`config.mk`:
```
export PLATFORM = sky130hd
export DESIGN_NAME = lcm_reg_wr_ctl_flat
export DESIGN_NICKNAME = d
export VERILOG_FILES = /design/src/rtl/lcm_reg_wr_ctl_if.sv /design/src/rtl/lcm_reg_wr_ctl.sv /design/src/flat_wrapper.sv
export SDC_FILE = /design/constraint.sdc
export NUM_CORES = 1
export LEC_CHECK = 0
export CAP_MARGIN = 5
export CELL_PAD_IN_SITES_DETAIL_PLACEMENT = 1
export CELL_PAD_IN_SITES_GLOBAL_PLACEMENT = 2
export CORE_UTILIZATION = 28
export CTS_BUF_LIST = sky130_fd_sc_hd__clkbuf_8
export DETAILED_ROUTE_END_ITERATION = 10
export PLACE_DENSITY = 0.89
export SYNTH_ARGS = -nofsm -noshare
export SYNTH_HDL_FRONTEND = slang
export SYNTH_SLANG_ARGS = --single-unit
```
`constraint.sdc`:
```
create_clock -name clk -period 1.65 [get_ports clk]
set_input_delay 0.33 -clock clk [delete_from_list [all_inputs] [get_ports clk]]
set_output_delay 0.33 -clock clk [all_outputs]
set_load 0.03 [all_outputs]
```
`src/rtl/lcm_reg_wr_ctl_if.sv`:
```
// Register-write bus carrying an index and a write value every clock.
// The master drives an index of 0 in any cycle that has no write.
interface lcm_reg_wr_ctl_if #(
   parameter int DATA_W = 64
) ();
   logic [7:0]        wr_reg_n;
   logic [DATA_W-1:0] wr_reg_n_value;

   modport master (output wr_reg_n, output wr_reg_n_value);
   modport slave  (input  wr_reg_n, input  wr_reg_n_value);
endinterface

```
`src/rtl/lcm_reg_wr_ctl.sv`:
```
// LCM local configuration register write block: decodes index/value writes into
// registered configuration levels and one-cycle command strobes.
module lcm_reg_wr_ctl #(
   parameter int ADDR_W = 11,
   parameter int DATA_W = 64
) (
   input  logic                clk,
   input  logic                rst_n,
   lcm_reg_wr_ctl_if.slave     wr,
   output logic                lcm2ssm_reset,
   output logic                lcm2ssm_rd,
   output logic [ADDR_W-1:0]   lcm2ssm_addr,
   output logic [7:0]          protocol_type,
   output logic                pgm_config_reset,
   output logic [DATA_W-1:0]   sent_start_time_n_reg_o,
   output logic [DATA_W-1:0]   sent_rate_n_reg_o,
   output logic                sent_start,
   output logic                sent_model,
   output logic [DATA_W-1:0]   sent_time_reg_o,
   output logic [DATA_W-1:0]   sent_num_reg_o,
   output logic                mux2port_0_rd
);

   localparam logic [7:0] IDX_SSM_RESET  = 8'd1;
   localparam logic [7:0] IDX_SSM_READ   = 8'd2;
   localparam logic [7:0] IDX_PROTOCOL   = 8'd3;
   localparam logic [7:0] IDX_PGM_RESET  = 8'd4;
   localparam logic [7:0] IDX_START_TIME = 8'd5;
   localparam logic [7:0] IDX_RATE       = 8'd6;
   localparam logic [7:0] IDX_START      = 8'd7;
   localparam logic [7:0] IDX_MODEL      = 8'd8;
   localparam logic [7:0] IDX_TIME       = 8'd9;
   localparam logic [7:0] IDX_NUM        = 8'd10;
   localparam logic [7:0] IDX_MUX_READ   = 8'd11;

   always_ff @(posedge clk) begin
      if (!rst_n) begin
         lcm2ssm_reset           <= 1'b0;
         lcm2ssm_rd              <= 1'b0;
         lcm2ssm_addr            <= '0;
         protocol_type           <= '0;
         pgm_config_reset        <= 1'b0;
         sent_start_time_n_reg_o <= '0;
         sent_rate_n_reg_o       <= '0;
         sent_start              <= 1'b0;
         sent_model              <= 1'b0;
         sent_time_reg_o         <= '0;
         sent_num_reg_o          <= '0;
         mux2port_0_rd           <= 1'b0;
      end else begin
         // NOTE: strobes default low here so a later case arm can raise them for exactly one cycle.
         lcm2ssm_rd    <= 1'b0;
         mux2port_0_rd <= 1'b0;
         // NOTE: plain case (not unique) so an X index matches no arm and falls to default as "no write".
         case (wr.wr_reg_n)
            IDX_SSM_RESET:  lcm2ssm_reset <= wr.wr_reg_n_value[0];
            IDX_SSM_READ: begin
               lcm2ssm_addr <= wr.wr_reg_n_value[ADDR_W-1:0];
               lcm2ssm_rd   <= 1'b1;
            end
            IDX_PROTOCOL:   protocol_type           <= wr.wr_reg_n_value[7:0];
            IDX_PGM_RESET:  pgm_config_reset        <= wr.wr_reg_n_value[0];
            IDX_START_TIME: sent_start_time_n_reg_o <= wr.wr_reg_n_value;
            IDX_RATE:       sent_rate_n_reg_o       <= wr.wr_reg_n_value;
            IDX_START:      sent_start              <= wr.wr_reg_n_value[0];
            IDX_MODEL:      sent_model              <= wr.wr_reg_n_value[0];
            IDX_TIME:       sent_time_reg_o         <= wr.wr_reg_n_value;
            IDX_NUM:        sent_num_reg_o          <= wr.wr_reg_n_value;
            IDX_MUX_READ:   mux2port_0_rd           <= 1'b1;
            default: ;
         endcase
      end
   end

endmodule

```
`src/flat_wrapper.sv`:
```
// flat-port wrapper written by rule: the top's interface ports become plain ports
module lcm_reg_wr_ctl_flat 
#(
   parameter int ADDR_W = 11,
   parameter int DATA_W = 64
)
  (clk, rst_n, lcm2ssm_reset, lcm2ssm_rd, lcm2ssm_addr, protocol_type, pgm_config_reset, sent_start_time_n_reg_o, sent_rate_n_reg_o, sent_start, sent_model, sent_time_reg_o, sent_num_reg_o, mux2port_0_rd, wr_wr_reg_n, wr_wr_reg_n_value);
  lcm_reg_wr_ctl_if #(.DATA_W(DATA_W)) wr_i ();
  input  logic clk;
  input  logic rst_n;
  output logic lcm2ssm_reset;
  output logic lcm2ssm_rd;
  output logic [ADDR_W-1:0] lcm2ssm_addr;
  output logic [7:0] protocol_type;
  output logic pgm_config_reset;
  output logic [DATA_W-1:0] sent_start_time_n_reg_o;
  output logic [DATA_W-1:0] sent_rate_n_reg_o;
  output logic sent_start;
  output logic sent_model;
  output logic [DATA_W-1:0] sent_time_reg_o;
  output logic [DATA_W-1:0] sent_num_reg_o;
  output logic mux2port_0_rd;
  input wire logic [$bits(wr_i.wr_reg_n)-1:0] wr_wr_reg_n;
  input wire logic [$bits(wr_i.wr_reg_n_value)-1:0] wr_wr_reg_n_value;
  assign wr_i.wr_reg_n = wr_wr_reg_n;
  assign wr_i.wr_reg_n_value = wr_wr_reg_n_value;
  lcm_reg_wr_ctl #(.ADDR_W(ADDR_W), .DATA_W(DATA_W)) u_core (.clk(clk), .rst_n(rst_n), .wr(wr_i), .lcm2ssm_reset(lcm2ssm_reset), .lcm2ssm_rd(lcm2ssm_rd), .lcm2ssm_addr(lcm2ssm_addr), .protocol_type(protocol_type), .pgm_config_reset(pgm_config_reset), .sent_start_time_n_reg_o(sent_start_time_n_reg_o), .sent_rate_n_reg_o(sent_rate_n_reg_o), .sent_start(sent_start), .sent_model(sent_model), .sent_time_reg_o(sent_time_reg_o), .sent_num_reg_o(sent_num_reg_o), .mux2port_0_rd(mux2port_0_rd));
endmodule
```
==> summary.txt <==
H-tree levels -> 2
Placed cell areas -> 14640 um2
Hold violation count in the final report -> 0
Effective utilization at floorplan -> 0.2857
Final Non-Filler Cells -> 1880
Remaining global-route overflow -> 0
R2R setup slack -> 0.97 ns
Worst clock skew -> 0 ns
Max Fclk -> 630.4 MHz
Logic pwr share -> 0.049
Util after Layout -> 0.4289
Buf/Inv on CP -> 1
Synth unique cells -> 23
Clk slew on worst S/H paths -> 0.06 ns
Slowest stage cell on the critical path -> clkdlybuf4s15_2
Layout cell share with drive strength beyond 1 -> 0.2854
WHS -> 0.1448 ns
CTS root buf -> clkbuf_8
RSZ-0062 raised after global routing -> false
Placer Congestion -> 0.7732
Worst-path cell chain -> clkdlybuf4s15_2
Crit path kind -> flip-flop to output pin
Psw -> 3.177 mW
Main combinational cell family by area after synthesis -> multiplexers
Die area -> 38220 um2
Critical Path Sink Type -> output pin
Syn avg cell area -> 10.58 um2
Area grow syn2layout -> 50.14%
Worst path arrival time -> 1.26 ns
Outcome -> finished clean
N_diodes -> 0
Setup crit start kind -> flip-flop
Inst Count DP -> 1800
# Post-CTS Setup Buffers -> 0
CTS sink cnt -> 281
Adder-Cell Fraction of Synth Area -> 0
Initial antenna violation count -> 0
Internal power -> 10.67 mW
Xor and xnor area share after synthesis -> 0
Max Cap Viol -> 0
Clock latency at the later pin of the worst-skew pair -> 0.56 ns
Post-Synthesis Cells -> 991
Die X -> 195.5 um
Largest net degree at the start of global routing -> 63
Dpl hpwl -> 24190 um
Post-synthesis sequential area ratio -> 0.5366
Post-detailed-route count of antenna-violating nets -> 0
Mux share of post-synthesis cell area -> 0.2664
Mapped cell area -> 10480 um2
DP Worst Slack -> -0.4212 ns
Fillers -> 4070
Worst-margin pin slew -> 0.3887 ns
Peak VDD IR -> 0.6525 mV
Total power -> 13.85 mW
PwrDens -> 879.9 nW/um2
CTS tree -> done
GRT Total Usage -> 0.1760
Compound-Gate Fraction of Synth Area -> 0
Worst slew margin -> 0.7402
Via-to-Cell Ratio -> 4.499
Global-route wire length before repair -> 52830 um
Slew Limit Fails -> 0
CP max stage delay -> 0.35 ns
Setup violations, final -> 0
Clock buffer depth -> 3
Worst-path fanout max -> 2
CTS buffer count -> 49
First-iteration detailed-routing DRC count -> 184
Flop pwr share -> 0.492
Vias in the first global route -> 9348
Drt first pass iters -> 4
Wirelength, routed -> 33960 um
Leak -> 7.192 nW
Switching part of the total power -> 0.2294
Min setup slack post-route -> 0.06367 ns
I/O pin count -> 355
Chip height -> 195.5 um
Fin crit share -> 0.9614
Simple logic cell fraction of the synthesized area -> 0.1372
Total number of vias -> 8459
Core ar. -> 36700 um2
Setup TNS -> 0 ns
Final #Nets -> 1457
Final min period -> 1.586 ns
Synth Warn # -> 0
Clock network power share -> 0.459
Req. time, crit path -> 1.32 ns
IO buf count -> 354
Crit-path leading delay family -> buffers and inverters
Post-route cell area -> 15740 um2
#FFs+latches synth -> 281
Per-cell routed wire length -> 18.06 um
Row cnt -> 70
Syn nets -> 1065
Hold WC Path Type -> primary input to flip-flop
Drt drc -> 0
## path summary, 6_finish.rpt
path / startpoint / endpoint / cells past startpoint
setup / recovery: u_core.lcm2ssm_addr[3]$_SDFFE_PN0N_ / lcm2ssm_addr[3] / 1
hold / removal: rst_n / u_core.sent_rate_n_reg_o[2]$_SDFFE_PN0N_ / 3
setup reg to reg: u_core.sent_rate_n_reg_o[1]$_SDFFE_PN0N_ / u_core.sent_rate_n_reg_o[1]$_SDFFE_PN0N_ / 2
hold reg to reg: u_core.sent_num_reg_o[51]$_SDFFE_PN0N_ / u_core.sent_num_reg_o[51]$_SDFFE_PN0N_ / 2
## synth_stat cells
library cell    count  share of area
nand2_1           343           0.12
dfxtp_1           281           0.54
mux2i_1           279           0.27
buf_6              22          0.024
clkbuf_1           20         0.0072
buf_12              7          0.013
dlygate4sd1_1       6         0.0050
buf_2               5         0.0024
nand3_1             5         0.0024
clkbuf_8            4         0.0053
nor2_1              3         0.0011
nor2b_1             3         0.0018
buf_1               2        0.00072
nand4_1             2         0.0012
and4b_1             1        0.00095
buf_4               1        0.00072
dlymetal6s2s_1      1         0.0012
inv_1               1        0.00036
nand4_2             1         0.0012
nand4b_1            1        0.00084
nand4b_4            1         0.0023
nor3b_1             1        0.00072
nor4_4              1         0.0020
## power groups by stage
stage / logic [mW] / registers (mW) / clock network (mW)
3_3_place_gp: 0.681 / 6.96 / 0
4_1_cts: 0.687 / 6.81 / 6.64
5_1_grt: 0.729 / 6.81 / 6.92
3_5_place_dp: 0.687 / 6.96 / 0
6_report: 0.675 / 6.81 / 6.36
2_1_floorplan: 0.270 / 6.99 / 0
## per-layer routing
layer,wire length (um),GRT usage
met1,13890,0.1969
met2,16660,0.3106
met3,2433,0.05855
met4,972,0.06124
met5,0,0
## kinds of logic after synthesis
family	after synthesis
simple gates	362
mux	279
buf+inv	69
flops	281
## state kept, by name, summed over array words and instances, names as in the netlist
name and count:
u_core.sent_num_reg_o 64, u_core.sent_rate_n_reg_o 64, u_core.sent_start_time_n_reg_o 64, u_core.sent_time_reg_o 64, u_core.lcm2ssm_addr 11, u_core.protocol_type 8
u_core.lcm2ssm_rd 1, u_core.lcm2ssm_reset 1, u_core.mux2port_0_rd 1, u_core.pgm_config_reset 1, u_core.sent_model 1, u_core.sent_start 1
## final cells by class
type | instances | area, um2 | share of cell area
sequential | 281 | 5625 | 0.3574
timing repair buffer | 409 | 4308 | 0.2737
multi-input combinational | 641 | 4260 | 0.2707
clock buffer | 57 | 784.5 | 0.04984
tap | 468 | 585.6 | 0.03720
clock inverter | 23 | 172.7 | 0.01097
inverter | 1 | 3.754 | 0.0002385
## repair_timing
action | in CTS | in global routing
hold buffers | 0 | 0
pin swaps | 0 | 0
resized for setup | 818 | 31
setup endpoints to repair | 281 | 29
## placed cells by master (no fill, tap or decap), types with 2 or more instances in the layout
master / instances
buf_12: 16
bufinv_16: 3
clkbuf_2: 27
dfxtp_1: 281
clkdlybuf4s15_1: 4
nand3_4: 2
clkinv_2: 3
nand3_1: 3
clkdlybuf4s15_2: 245
nor2b_1: 3
clkbuf_8: 57
clkdlybuf4s50_1: 72
nor2_1: 3
mux2i_1: 279
nand4_1: 2
inv_1: 17
buf_2: 5
nand2_1: 343
buf_4: 39
Note: power is estimated with default switching activity, not from simulation.
